==> src/rtl/debug_pkg.sv <==
// Shared definitions for the VGA debug overlay.
//   CODE_W / CODE_MINUS / CODE_BLANK : display-code encoding shared with the
//                                      pixel generator's font lookup
//                                      (0..15 hex digit, 16 minus, 17 blank).
//   scan_state_e                     : readout engine sequencer states.
package debug_pkg;

    localparam int CODE_W = 5;
    localparam logic [CODE_W-1:0] CODE_MINUS = 5'd16;
    localparam logic [CODE_W-1:0] CODE_BLANK = 5'd17;

    typedef enum logic [1:0] {
        IDLE = 2'd0,
        LOAD = 2'd1,
        EMIT = 2'd2,
        SWAP = 2'd3
    } scan_state_e;

endpackage

==> src/rtl/debug_sign_mag.sv <==
// Signed-flag plus value to sign and magnitude.
//   is_signed  in  1    value is two's complement when high
//   value      in  W    raw value
//   neg        out 1    value is negative (only possible when is_signed)
//   mag        out W+1  absolute value; W+1 bits so the most negative input
//                       is represented exactly
module debug_sign_mag #(
    parameter int W = 16
) (
    input  logic         is_signed,
    input  logic [W-1:0] value,
    output logic         neg,
    output logic [W:0]   mag
);

    logic [W:0] value_ext;

    always_comb begin
        neg       = is_signed & value[W-1];
        // Sign-extend before negating so -(most negative) does not overflow.
        value_ext = {neg, value};
        mag       = neg ? (W+1)'(-value_ext) : value_ext;
    end

endmodule

==> src/rtl/debug_hex_scanner.sv <==
// Multi-channel debug readout engine.
// Snapshots SEQ_NUM channels on sample_tick and converts them one at a time
// into sign-plus-hex display codes, written into the back half of a
// double-buffered digit store. The front half is read combinationally.
//   sys_clk, sys_rst_n  clock, asynchronous active-low reset
//   sample_tick         single-cycle snapshot/convert request
//   freeze              level; ticks are ignored while high
//   seq_in              channel c at [c*SEQ_LEN +: SEQ_LEN]
//   rd_ch, rd_digit     read select; digit 0 is the sign slot, then nibbles MS first
//   rd_code             display code from the front buffer (17 when out of range)
//   busy                conversion in progress (LOAD/EMIT/SWAP)
//   update              one-cycle pulse: new front buffer is visible
//   overrun             one-cycle pulse: a tick was dropped while busy
module debug_hex_scanner
    import debug_pkg::*;
#(
    parameter int SEQ_NUM = 4,
    parameter int SEQ_LEN = 16,
    parameter logic [SEQ_NUM-1:0] SIGNED_MASK = '1,
    parameter int ZERO_SUPPRESS = 0,
    localparam int SEQ_DIGITS = SEQ_LEN / 4 + 1,
    localparam int CH_W = (SEQ_NUM > 1) ? $clog2(SEQ_NUM) : 1,
    localparam int DIG_W = $clog2(SEQ_DIGITS)
) (
    input  logic                       sys_clk,
    input  logic                       sys_rst_n,
    input  logic                       sample_tick,
    input  logic                       freeze,
    input  logic [SEQ_NUM*SEQ_LEN-1:0] seq_in,
    input  logic [CH_W-1:0]            rd_ch,
    input  logic [DIG_W-1:0]           rd_digit,
    output logic [CODE_W-1:0]          rd_code,
    output logic                       busy,
    output logic                       update,
    output logic                       overrun
);

    scan_state_e state, state_nx;
    logic        accept;

    logic [SEQ_LEN-1:0] snap [SEQ_NUM];
    logic [CH_W-1:0]    ch;
    logic [DIG_W-1:0]   dig;
    logic               neg_r;
    logic               lead;     // still inside the run of leading zero nibbles
    logic [SEQ_LEN-1:0] nib_sr;   // magnitude, shifted left one nibble per emitted digit
    logic               front_sel;

    logic [CODE_W-1:0] buf0 [SEQ_NUM][SEQ_DIGITS];
    logic [CODE_W-1:0] buf1 [SEQ_NUM][SEQ_DIGITS];

    logic               neg_w;
    logic [SEQ_LEN:0]   mag_w;
    logic               last_dig;
    logic               last_ch;
    logic [3:0]         nib;
    logic [CODE_W-1:0]  code_w;

    debug_sign_mag #(
        .W (SEQ_LEN)
    ) u_sign_mag (
        .is_signed (SIGNED_MASK[ch]),
        .value     (snap[ch]),
        .neg       (neg_w),
        .mag       (mag_w)
    );

    always_ff @(posedge sys_clk or negedge sys_rst_n) begin
        if (!sys_rst_n) begin
            state <= IDLE;
        end else begin
            state <= state_nx;
        end
    end

    always_comb begin
        state_nx = state;
        accept   = 1'b0;
        busy     = 1'b0;
        case (state)
            IDLE: begin
                if (sample_tick && !freeze) begin
                    accept   = 1'b1;
                    state_nx = LOAD;
                end
            end
            LOAD: begin
                busy     = 1'b1;
                state_nx = EMIT;
            end
            EMIT: begin
                busy = 1'b1;
                if (last_dig) begin
                    state_nx = last_ch ? SWAP : LOAD;
                end
            end
            SWAP: begin
                busy     = 1'b1;
                state_nx = IDLE;
            end
            default: state_nx = IDLE;
        endcase
    end

    always_comb begin
        last_dig = (dig == DIG_W'(SEQ_DIGITS - 1));
        last_ch  = (ch == CH_W'(SEQ_NUM - 1));
        nib      = nib_sr[SEQ_LEN-1 -: 4];
        code_w   = CODE_BLANK;
        if (dig == '0) begin
            code_w = neg_r ? CODE_MINUS : CODE_BLANK;
        end else if ((ZERO_SUPPRESS != 0) && lead && (nib == 4'h0) && !last_dig) begin
            code_w = CODE_BLANK;
        end else begin
            code_w = {1'b0, nib};
        end
    end

    always_ff @(posedge sys_clk or negedge sys_rst_n) begin
        if (!sys_rst_n) begin
            for (int unsigned c = 0; c < SEQ_NUM; c++) begin
                snap[c] <= '0;
            end
            ch        <= '0;
            dig       <= '0;
            neg_r     <= 1'b0;
            lead      <= 1'b0;
            nib_sr    <= '0;
            front_sel <= 1'b0;
            update    <= 1'b0;
            overrun   <= 1'b0;
        end else begin
            update  <= (state == SWAP);
            overrun <= sample_tick & busy;
            if (state == SWAP) begin
                front_sel <= ~front_sel;
            end
            if (accept) begin
                for (int unsigned c = 0; c < SEQ_NUM; c++) begin
                    snap[c] <= seq_in[c*SEQ_LEN +: SEQ_LEN];
                end
                ch <= '0;
            end
            if (state == LOAD) begin
                neg_r  <= neg_w;
                nib_sr <= mag_w[SEQ_LEN-1:0];
                // A set bit above the displayed nibbles would make every
                // displayed zero significant.
                lead   <= ~mag_w[SEQ_LEN];
                dig    <= '0;
            end
            if (state == EMIT) begin
                dig <= dig + 1'b1;
                if (dig != '0) begin
                    nib_sr <= nib_sr << 4;
                    lead   <= lead & (nib == 4'h0);
                end
                if (last_dig && !last_ch) begin
                    ch <= ch + 1'b1;
                end
            end
        end
    end

    // Writes always target the half that is not being displayed.
    always_ff @(posedge sys_clk or negedge sys_rst_n) begin
        if (!sys_rst_n) begin
            for (int unsigned c = 0; c < SEQ_NUM; c++) begin
                for (int unsigned d = 0; d < SEQ_DIGITS; d++) begin
                    buf0[c][d] <= CODE_BLANK;
                    buf1[c][d] <= CODE_BLANK;
                end
            end
        end else if (state == EMIT) begin
            if (front_sel) begin
                buf0[ch][dig] <= code_w;
            end else begin
                buf1[ch][dig] <= code_w;
            end
        end
    end

    always_comb begin
        rd_code = CODE_BLANK;
        if ((int'(rd_ch) < SEQ_NUM) && (int'(rd_digit) < SEQ_DIGITS)) begin
            rd_code = front_sel ? buf1[rd_ch][rd_digit] : buf0[rd_ch][rd_digit];
        end
    end

endmodule

==> config.mk <==
export PLATFORM = sky130hd
export DESIGN_NAME = debug_hex_scanner
export DESIGN_NICKNAME = d
export VERILOG_FILES = /design/src/rtl/debug_pkg.sv /design/src/rtl/debug_sign_mag.sv /design/src/rtl/debug_hex_scanner.sv
export SDC_FILE = /design/constraint.sdc
export NUM_CORES = 1
export LEC_CHECK = 0
export ABC_AREA = 1
export CAP_MARGIN = 10
export CELL_PAD_IN_SITES_DETAIL_PLACEMENT = 1
export CELL_PAD_IN_SITES_GLOBAL_PLACEMENT = 1
export CORE_AREA = 5 5 181 183
export DETAILED_ROUTE_END_ITERATION = 8
export DIE_AREA = 0 0 186 188
export PLACE_DENSITY_LB_ADDON = 0.15
export SLEW_MARGIN = 10
export SYNTH_ARGS = -nofsm -noshare
export SYNTH_HDL_FRONTEND = slang
export SYNTH_SLANG_ARGS = --single-unit
==> constraint.sdc <==
create_clock -name sys_clk -period 2.4 [get_ports sys_clk]
set_input_delay 0.48 -clock sys_clk [delete_from_list [all_inputs] [get_ports sys_clk]]
set_output_delay 0.48 -clock sys_clk [all_outputs]
set_load 0.01 [all_outputs]
==> results.json, run 1 <==
{
  "status": "complete, but fails checks",
  "violations": "setup timing",
  "peakVddDrop_mv": 0.6837,
  "synth_top_area_share_pct": 37.71,
  "track_usage_pct": 24.84,
  "final_cell_area_mm2": 0.01709,
  "rows": 65,
  "drt_iter0_drc": 777,
  "r2r-start": "ch[0]$_DFF_PN0_",
  "grt_pass1_wl_um": 69780,
  "tightest_slew_ps": 656.9,
  "period_share_pct": 110.1,
  "min_from": "buf1[4]$_DFFE_PN1P_",
  "cts.sinks": 291,
  "powerDensity_mw_per_mm2": 1050,
  "cts_root_buf": "clkbuf_16",
  "required_ps": 1920,
  "die_area_mm2": 0.03497,
  "placed_area_mm2": 0.01587,
  "gp_congestion": 0.9430,
  "synth.largest_area_cell": "dfrtp_1",
  "worstPathMaxFanout": 2,
  "cp.arrival_ps": 2160,
  "relSlewSlack_pct": 55.97,
  "synthDistinctLibCells": 36,
  "hold_viol": 0,
  "grt_pass1_vias": 12838,
  "syn2layout_area_growth_pct": 22.03,
  "worstSetupPathType": "reg -> out",
  "hold_path_depth": 2,
  "n_fill_cell": 3638,
  "tritoncts": "yes",
  "die_w_um": 186,
  "ys_warn_count": 0,
  "cp-start-kind": "register",
  "synth_area_leaders": "dfrtp_1 38%, dfstp_2 15%, nand2_1 9.2%",
  "htreeDepth": 2,
  "rsz0062_at_grt": "true",
  "cts.path.max_buffers": 3,
  "die_h_um": 188,
  "clk_pin_slew_worst_paths_ps": 60,
  "grt_overflow": 0,
  "yosysSeqAreaShare_pct": 52.73,
  "drive_gt1_share_pct": 21.44,
  "vias": 11921,
  "async_flop_share_pct": 100.0,
  "post-route-min-period_ps": 2643,
  "hold_class": "reg -> reg",
  "hold-path-endpoint": "buf1[4]$_DFFE_PN1P_",
  "setup_slack_ps": -242.6,
  "fin_skew_ps": 16.88,
  "layout.nets": 1854,
  "grt_max_degree": 63,
  "avgSynthCellArea_um2": 8.637,
  "synth_edf_count": 0,
  "core_mm2": 0.03107,
  "synth_most_common_cell": "nand2_1",
  "synth_top_flop_cell": "dfrtp_1",
  "postRouteAntennaNets": 0,
  "clk_latency_ps": 520,
  "routedWlPerCell_um": 19.54,
  "ioPinCount": 81,
  "yosys_register_bits": 291,
  "synth_cells": 1621,
  "drc": 0,
  "maxSlewViolCount": 0,
  "rrSetupSlack_ps": 180,
  "antenna_found_initial": 0,
  "p_leak_nw": 7.418,
  "initial_utilization_pct": 45.07,
  "cts_buffers": 36,
  "reg2regPathDepth": 7,
  "max_freq_ghz": 0.3784,
  "dr.pass1.iters": 5,
  "synth_area_mm2": 0.01400,
  "portBuffers": 80,
  "diodes": 0,
  "crit_path_end_kind": "output port",
  "netlist_top_cells_count": "343 x nand2_1, 243 x o21ai_0, 211 x dfrtp_1",
  "place_ws_ps": -754.4,
  "r2r_end": "buf0[87]$_DFFE_PN0P_",
  "maxCapViolations": 0,
  "place_hpwl_um": 30670,
  "wl_um": 42960,
  "finalSetupViolCount": 5,
  "vias_per_cell": 5.424,
  "synth_fp_nets": 1705
}
## logic make-up after synthesis
kind of cell | Yosys count | share of synthesized area (%)
and+or+nand+nor | 648 | 19.73
DFF | 291 | 52.73
adders and majority gates | 11 | 0.9830
muxes | 64 | 5.147
xor gates and xnor gates | 3 | 0.1877
AOI/OAI and AO/OA | 421 | 15.53
buffers and inverters | 183 | 5.692
## worst max path at each step
stage                     cells after the start            startpoint          to
after floorplan                               8           rd_digit[0]  rd_code[4]
after global placement                       11           rd_digit[0]  rd_code[0]
after detailed placement                     11           rd_digit[0]  rd_code[0]
after CTS                                    11  buf1[86]$_DFFE_PN0P_  rd_code[1]
after global routing                         11  buf1[88]$_DFFE_PN0P_  rd_code[3]
final                                        11  buf1[86]$_DFFE_PN0P_  rd_code[1]
## where the power goes
group / leakage (nW) / switching, mW / internal, mW / total (mW)
registers: 3.58 / 0.639 / 6.22 / 6.86
logic: 3.28 / 3.61 / 2.14 / 5.76
clock network: 0.558 / 2.05 / 3.27 / 5.33
## through the flow
| step | hold slack [ps] | util, % | std cells | total power, mW | TNS (ps) |
|---|---|---|---|---|---|
| 3_5_place_dp | 434.3 | 51.07 | 2132 | 12.64 | -3627 |
| 2_1_floorplan | 184.4 | - | 1621 | 10.49 | 0 |
| 6_report | 442.1 | 54.99 | 2198 | 17.94 | -917.9 |
| 5_1_grt | 454.8 | 54.99 | 2198 | 18.99 | -1398 |
| 3_3_place_gp | 430.2 | 51.07 | 2132 | 12.34 | -3423 |
| 4_1_cts | 443.4 | 54.96 | 2199 | 18.11 | -1133 |
## placed cells by master (no fill, tap or decap), types with 13 or more instances in the layout
cell               n
inv_2             13
nor2_1           166
clkdlybuf4s50_1   69
nor2_2            18
buf_4             94
o21ai_0          229
inv_1             86
nand2_1          342
buf_12            13
dfrtp_1          211
clkbuf_16         37
o211ai_1          15
clkbuf_1          16
nand3_1           74
mux2_2            64
dfstp_2           80
o21ai_1           14
a21oi_1          144
## cell type report
class | instances | area [um2] | area share (%)
Sequential cell | 291 | 7382 | 43.21
Clock inverter | 4 | 72.57 | 0.4248
Inverter | 107 | 412.9 | 2.417
Multi-Input combinational cell | 1147 | 5878 | 34.41
Tap cell | 402 | 503.0 | 2.944
Timing Repair Buffer | 187 | 1754 | 10.27
Clock buffer | 60 | 1082 | 6.335
## per-layer routing
layer / up-vias / wire [um] / share of wire (%) / global-route usage (%)
met5: - / 0 / 0 / 0
met4: 0 / 1508 / 3.5 / 8.408
met3: 89 / 1565 / 3.6 / 3.259
met2: 228 / 21300 / 50 / 42.46
met1: 5922 / 18580 / 43 / 32.44
li1: 5682 / - / - / -
## state kept, by name (all words and copies together), names as in the netlist
register,count
state,2
ch,2
buf1,100
overrun,1
dig,3
update,1
nib_sr,16
neg_r,1
front_sel,1
buf0,100
snap,64
## repair_timing
item	CTS	global route
gates cloned	0	0
hold buffers	1	0
pin swaps	22	22
hold endpoints to repair	30	0
setup endpoints to repair	6	11
buffers inserted	3	0
resized for setup	44	11
## worst max-delay path, cell delays in order (launching register included)
cell and delay, ps:
dfrtp_1 380, nor2_1 110, nor2_1 50, o21ai_1 80
o21ai_1 90, o211ai_1 370, nand3_1 160, nand2_1 100
nand2_1 50, nand2_1 50, nand2_1 80, buf_2 140
Power figures use the tool's default switching activity.
==> run 2: changes to the inputs <==
ABC_AREA = 0   (was 1)
CORE_AREA = 5 5 172 174   (was 5 5 181 183)
DIE_AREA = 0 0 177 179   (was 0 0 186 188)
==> run 2 against run 1 <==
The flow still finishes with violations (setup timing). Utilization is 8.1 points higher. Register-to-register slack worse by 280 ps. Cell area is 2.0% higher. Clock skew is 8.2 ps higher. Combinational power is 9.9% lower. Worst setup slack worse by 180 ps. Synthesized area is 2.0% lower. Die area is 9.4% lower. Non-clock buffer count is 31 higher. Global-route usage is 1.4 points lower.
==> results.json, run 2 <==
{
  "synth_cells": 992,
  "fin_hold_ws_ps": 478.3,
  "cp.arrival_ps": 2340,
  "worstSetupPathType": "reg -> out",
  "post-route-min-period_ps": 2823,
  "rows": 61,
  "track_usage_pct": 23.39,
  "synth_most_common_cell": "mux2_2",
  "status": "complete, but fails checks",
  "die_w_um": 177,
  "period_share_pct": 117.6,
  "gp_congestion": 0.7893,
  "hold_class": "in -> async",
  "n_fill_cell": 2605,
  "die_h_um": 179,
  "drive_gt1_share_pct": 50.54,
  "cts.sinks": 291,
  "peakVddDrop_mv": 0.8379,
  "crit_path_end_kind": "output port",
  "relSlewSlack_pct": 63.44,
  "grt_pass1_vias": 10160,
  "syn2layout_area_growth_pct": 27.05,
  "cts_root_buf": "clkbuf_16",
  "violations": "setup timing",
  "clk_latency_ps": 520,
  "vias_per_cell": 5.671,
  "vias": 9011,
  "critPathMaxStageDelay_ps": 530,
  "clk_pin_slew_worst_paths_ps": 60,
  "final_common_cell": "mux2_2",
  "finalSetupViolCount": 12,
  "portBuffers": 80,
  "synth_area_leaders": "dfrtp_1 38%, mux2_2 18%, dfstp_2 15%",
  "synth_edf_count": 0,
  "worstPathCellList": "mux4_2 > mux4_2 > o22ai_4 > o21ai_2 > buf_2",
  "ys_warn_count": 0,
  "drc": 0,
  "placed_area_mm2": 0.01575,
  "drt_iter0_drc": 392,
  "maxCapViolations": 0,
  "required_ps": 1920,
  "cts.path.max_buffers": 3,
  "grt_overflow": 0,
  "dr.pass1.iters": 4,
  "final_cell_area_mm2": 0.01743,
  "synthDistinctLibCells": 51,
  "synth.largest_area_cell": "dfrtp_1",
  "postRouteAntennaNets": 0,
  "finalNonFillerCells": 1589,
  "avgSynthCellArea_um2": 13.83,
  "diodes": 0,
  "yosys_register_bits": 291,
  "netlist_top_cells_count": "222 x mux2_2, 211 x dfrtp_1, 105 x nor2_1",
  "antenna_found_initial": 0,
  "die_area_mm2": 0.03168,
  "rsz0062_at_grt": "true",
  "async_flop_share_pct": 100.0,
  "yosysSeqAreaShare_pct": 53.82,
  "synth_top_flop_cell": "dfrtp_1",
  "maxSlewViolCount": 0,
  "ioPinCount": 81,
  "tightest_slew_ps": 546.9,
  "dp.cells": 1501,
  "cts_buffers": 35,
  "grt_pass1_wl_um": 57660,
  "wl_um": 36090,
  "core_mm2": 0.02763,
  "utilization_pct": 63.08,
  "cp-start-kind": "register",
  "htreeDepth": 2,
  "setup_slack_ps": -423.2,
  "crit_path_frequent_cell": "mux4_2",
  "place_ws_ps": -746.0,
  "routedWlPerCell_um": 22.71,
  "fin_skew_ps": 25.09,
  "p_leak_nw": 7.596,
  "reg.largest.list": "buf0 x100, buf1 x100, snap x64",
  "grt_max_degree": 63,
  "layout.nets": 1269,
  "critPathSlowestCell": "mux4_2",
  "synth_area_mm2": 0.01372,
  "powerDensity_mw_per_mm2": 1001,
  "hold_viol": 0,
  "initial_utilization_pct": 49.65,
  "synth_top_area_share_pct": 38.49,
  "place_hpwl_um": 23940,
  "synth_fp_nets": 1076,
  "final_cell_mix": "221 x mux2_2, 210 x dfrtp_1, 103 x nor2_1, 103 x buf_4, 80 x dfstp_2",
  "max_freq_ghz": 0.3542,
  "worstPathMaxFanout": 2,
  "tritoncts": "yes"
}
[run 2: cell type report]
class                   instances  area (um2)  share of cell area, %
well taps                     378       473.0                  2.714
inverters                      15       62.56                 0.3590
flip-flops and latches        291        7383                  42.36
clock inverters                 7       112.6                 0.6461
repair buffers                218        2127                  12.20
clock buffers                  56        1107                  6.354
multi-input cells             624        6162                  35.36
[run 2: cell families after synthesis]
kind of cell               after synthesis  share of synthesized area, %
AOI/OAI and AO/OA                      113                         4.752
xor gates and xnor gates                10                        0.6385
adders and majority gates               11                         1.003
buffers and inverters                   77                         2.563
DFF                                    291                         53.82
muxes                                  306                         30.81
and+or+nand+nor                        184                         6.413
[run 2: worst paths after layout]
check                                         start                   end  slack, ps  cells past startpoint
worst min-delay path                      sys_rst_n  buf1[16]$_DFFE_PN0P_        480                      2
min in group sys_clk            buf0[4]$_DFFE_PN1P_   buf0[4]$_DFFE_PN1P_        490                      1
max in group asynchronous                 sys_rst_n  buf0[30]$_DFFE_PN1P_       1140                      3
worst max-delay path            buf0[5]$_DFFE_PN1P_            rd_code[0]       -420                      5
worst max register to register      ch[0]$_DFF_PN0_  nib_sr[13]$_DFF_PN0_       -100                      9
worst min register to register  buf0[4]$_DFFE_PN1P_   buf0[4]$_DFFE_PN1P_        490                      1
[run 2: metal layers]
layer / vias to the layer above / global-route usage, % / part of all wire, %
met5: - / 0 / 0
met4: 0 / 6.705 / 2.8
met3: 65 / 3.395 / 3.6
met2: 170 / 42.90 / 53
met1: 4773 / 28.88 / 41
li1: 4003 / - / -
[run 2: per-stage QoR]
stage               TNS (ps)  power (mW)
CTS                    -2415       17.44
detailed placement     -4542       11.56
floorplan             -127.4       9.659
global placement       -3982       11.36
global route           -3330       18.30
finish                 -2179       17.44
[run 2: repair_timing]
action                                 in CTS  in global routing
setup buffers                              17                  7
setup endpoints to repair                  20                 62
pin swaps                                  29                 22
cloned                                      1                  0
gates resized for setup                    61                 29
hold buffers                                1                  0
endpoints found under the hold margin      36                  0
[run 2: power by group]
part | switching [mW] | internal [mW]
registers | 0.632 | 6.10
logic | 2.68 | 2.51
clock network | 2.04 | 3.48
total | 5.35 | 12.1
[run 2: critical path, delay by kind of cell, from the launching register on]
kind	cells	cell delay [ps]
compound gates	2	310
buf+inv	1	160
flops	1	370
mux	2	990
==> run 3: changes to the inputs <==
CORE_AREA = 5 5 167 169   (was 5 5 172 174)
DIE_AREA = 0 0 172 174   (was 0 0 177 179)
SYNTH_HIERARCHICAL = 1   (was unset)
clock period = 3.3 ns   (was 2.4 ns; I/O delays follow)
==> run 3 against run 2 <==
Cell area down 5.4%. Critical endpoint is now rd_code[2]. Global-route usage is 0.86 points higher. Combinational power is 36% lower. Synthesized area up 0.94%. Largest power group unchanged. Worst setup slack better by 580 ps. Synthesized cell count down 3.6%. Largest cell class unchanged. Wire length fell by 3.0%. The run now ends clean.
==> results.json, run 3 <==
{
  "fin_total_pwr_mw": 11.96,
  "portBuffers": 80,
  "rsz0062_at_grt": "false",
  "postRouteAntennaNets": 0,
  "drc": 0,
  "gp_congestion": 0.7811,
  "vias": 8434,
  "drive_gt1_share_pct": 49.12,
  "final_cell_mix": "261 x mux2_2, 211 x dfrtp_1, 80 x dfstp_2, 72 x clkdlybuf4s50_1, 54 x mux4_2",
  "maxCapViolations": 0,
  "hold_viol": 0,
  "worstPathMaxFanout": 2,
  "die_w_um": 172,
  "required_ps": 2640,
  "final_common_cell": "mux2_2",
  "ys_warn_count": 6,
  "reg.largest.list": "buf0 x100, buf1 x100, snap x64",
  "synth_area_mm2": 0.01385,
  "tightest_slew_ps": 1038,
  "die_area_mm2": 0.02993,
  "die_h_um": 174,
  "grt_pass1_wl_um": 56850,
  "crit_path_start": "buf1[67]$_DFFE_PN0P_",
  "cts.path.max_buffers": 3,
  "layout.nets": 1144,
  "hold_class": "in -> async",
  "track_usage_pct": 24.25,
  "maxSlewViolCount": 0,
  "period_share_pct": 95.18,
  "peakVddDrop_mv": 0.4836,
  "relSlewSlack_pct": 30.77,
  "grt_max_degree": 82,
  "post_cts_buffers": 0,
  "rrSetupSlack_ps": 500,
  "finalSetupViolCount": 0,
  "drt_iter0_drc": 473,
  "dr.pass1.iters": 6,
  "clk_latency_ps": 520,
  "worstPathCellList": "mux4_1 > mux4_2 > nor3_1 > a221oi_1 > dlygate4sd2_1",
  "rows": 60,
  "critPathMaxStageDelay_ps": 520,
  "post-route-min-period_ps": 3141,
  "avgSynthCellArea_um2": 14.48,
  "cts.sinks": 291,
  "status": "completed",
  "initial_utilization_pct": 52.40,
  "cp-start-kind": "register",
  "wl_um": 35030,
  "crit_path_end_kind": "output port",
  "htreeDepth": 2,
  "cp.arrival_ps": 2480,
  "grt_overflow": 0,
  "synth_cells": 956,
  "vias_per_cell": 5.914,
  "cts_root_buf": "clkbuf_16",
  "fin_skew_ps": 17.64,
  "grt_pass1_vias": 9756,
  "place_hpwl_um": 23550,
  "max_freq_ghz": 0.3184,
  "diodes": 0,
  "worstSetupPathType": "reg -> out",
  "cts_buffers": 34,
  "p_leak_nw": 7.206,
  "place_ws_ps": -195.5,
  "syn2layout_area_growth_pct": 19.06,
  "routedWlPerCell_um": 24.56,
  "setup_slack_ps": 159.0,
  "r2r-start": "ch[0]$_DFF_PN0_",
  "n_fill_cell": 2422,
  "ioPinCount": 81,
  "reg2regPathDepth": 8,
  "crit_path_end": "rd_code[2]",
  "cts_resized": 13,
  "tritoncts": "yes",
  "r2r_end": "nib_sr[14]$_DFF_PN0_",
  "powerDensity_mw_per_mm2": 725.7,
  "holdBufCountCts": 0,
  "antenna_found_initial": 0,
  "critPathSlowestCell": "mux4_1",
  "clk_pin_slew_worst_paths_ps": 60,
  "core_mm2": 0.02643
}
## run 3: where the power goes
part | internal, mW | leakage [nW] | total, mW | switching [mW]
clock network | 2.37 | 0.578 | 3.84 | 1.48
registers | 4.38 | 3.60 | 4.78 | 0.407
logic | 1.50 | 3.02 | 3.34 | 1.84
## run 3: layout make-up
type / count / area (um2) / share of cell area (%)
Clock buffer: 56 / 1107 / 6.717
Clock inverter: 6 / 55.05 / 0.3340
Inverter: 15 / 56.30 / 0.3416
Multi-Input combinational cell: 593 / 6170 / 37.43
Sequential cell: 291 / 7382 / 44.78
Tap cell: 341 / 426.7 / 2.588
Timing Repair Buffer: 124 / 1287 / 7.810
## run 3: worst min path at each step
stage / slack [ps] / cells after the start / from / end
after floorplan: 360 / 0 / sys_rst_n / buf0[11]$_DFFE_PN0P_
after global placement: 470 / 2 / nib_sr[8]$_DFF_PN0_ / nib_sr[12]$_DFF_PN0_
after detailed placement: 470 / 1 / buf0[29]$_DFFE_PN1P_ / buf0[29]$_DFFE_PN1P_
after CTS: 80 / 1 / sys_rst_n / buf0[97]$_DFFE_PN0P_
after global routing: 100 / 1 / sys_rst_n / buf0[98]$_DFFE_PN0P_
final: 80 / 1 / sys_rst_n / buf0[23]$_DFFE_PN0P_
## run 3: per-layer routing
layer	vias up	part of all wire [%]	global-route usage, %
li1	3714	-	-
met5	-	0	0
met3	56	3.6	3.707
met2	155	52	41.71
met4	0	2.6	6.551
met1	4509	42	32.11
## run 3: per-stage QoR
| stage | util [%] | hold WS (ps) | setup TNS, ps | std cells | area, um2 |
|---|---|---|---|---|---|
| after floorplan | - | 364.4 | 0 | 957 | 13850 |
| after global placement | 57.77 | 467.0 | -776.0 | 1363 | 15270 |
| after detailed placement | 57.77 | 473.0 | -882.5 | 1363 | 15270 |
| after CTS | 62.38 | 82.84 | 0 | 1426 | 16480 |
| after global routing | 62.38 | 101.4 | 0 | 1426 | 16480 |
| final | 62.38 | 81.99 | 0 | 1426 | 16480 |
## run 3: critical path: cells and delay by family, from the launching register on
family	cells	cell delay [ps]
muxes	2	1010
DFF	1	390
buffers and inverters	1	310
and+or+nand+nor	1	170
AOI/OAI and AO/OA	1	80
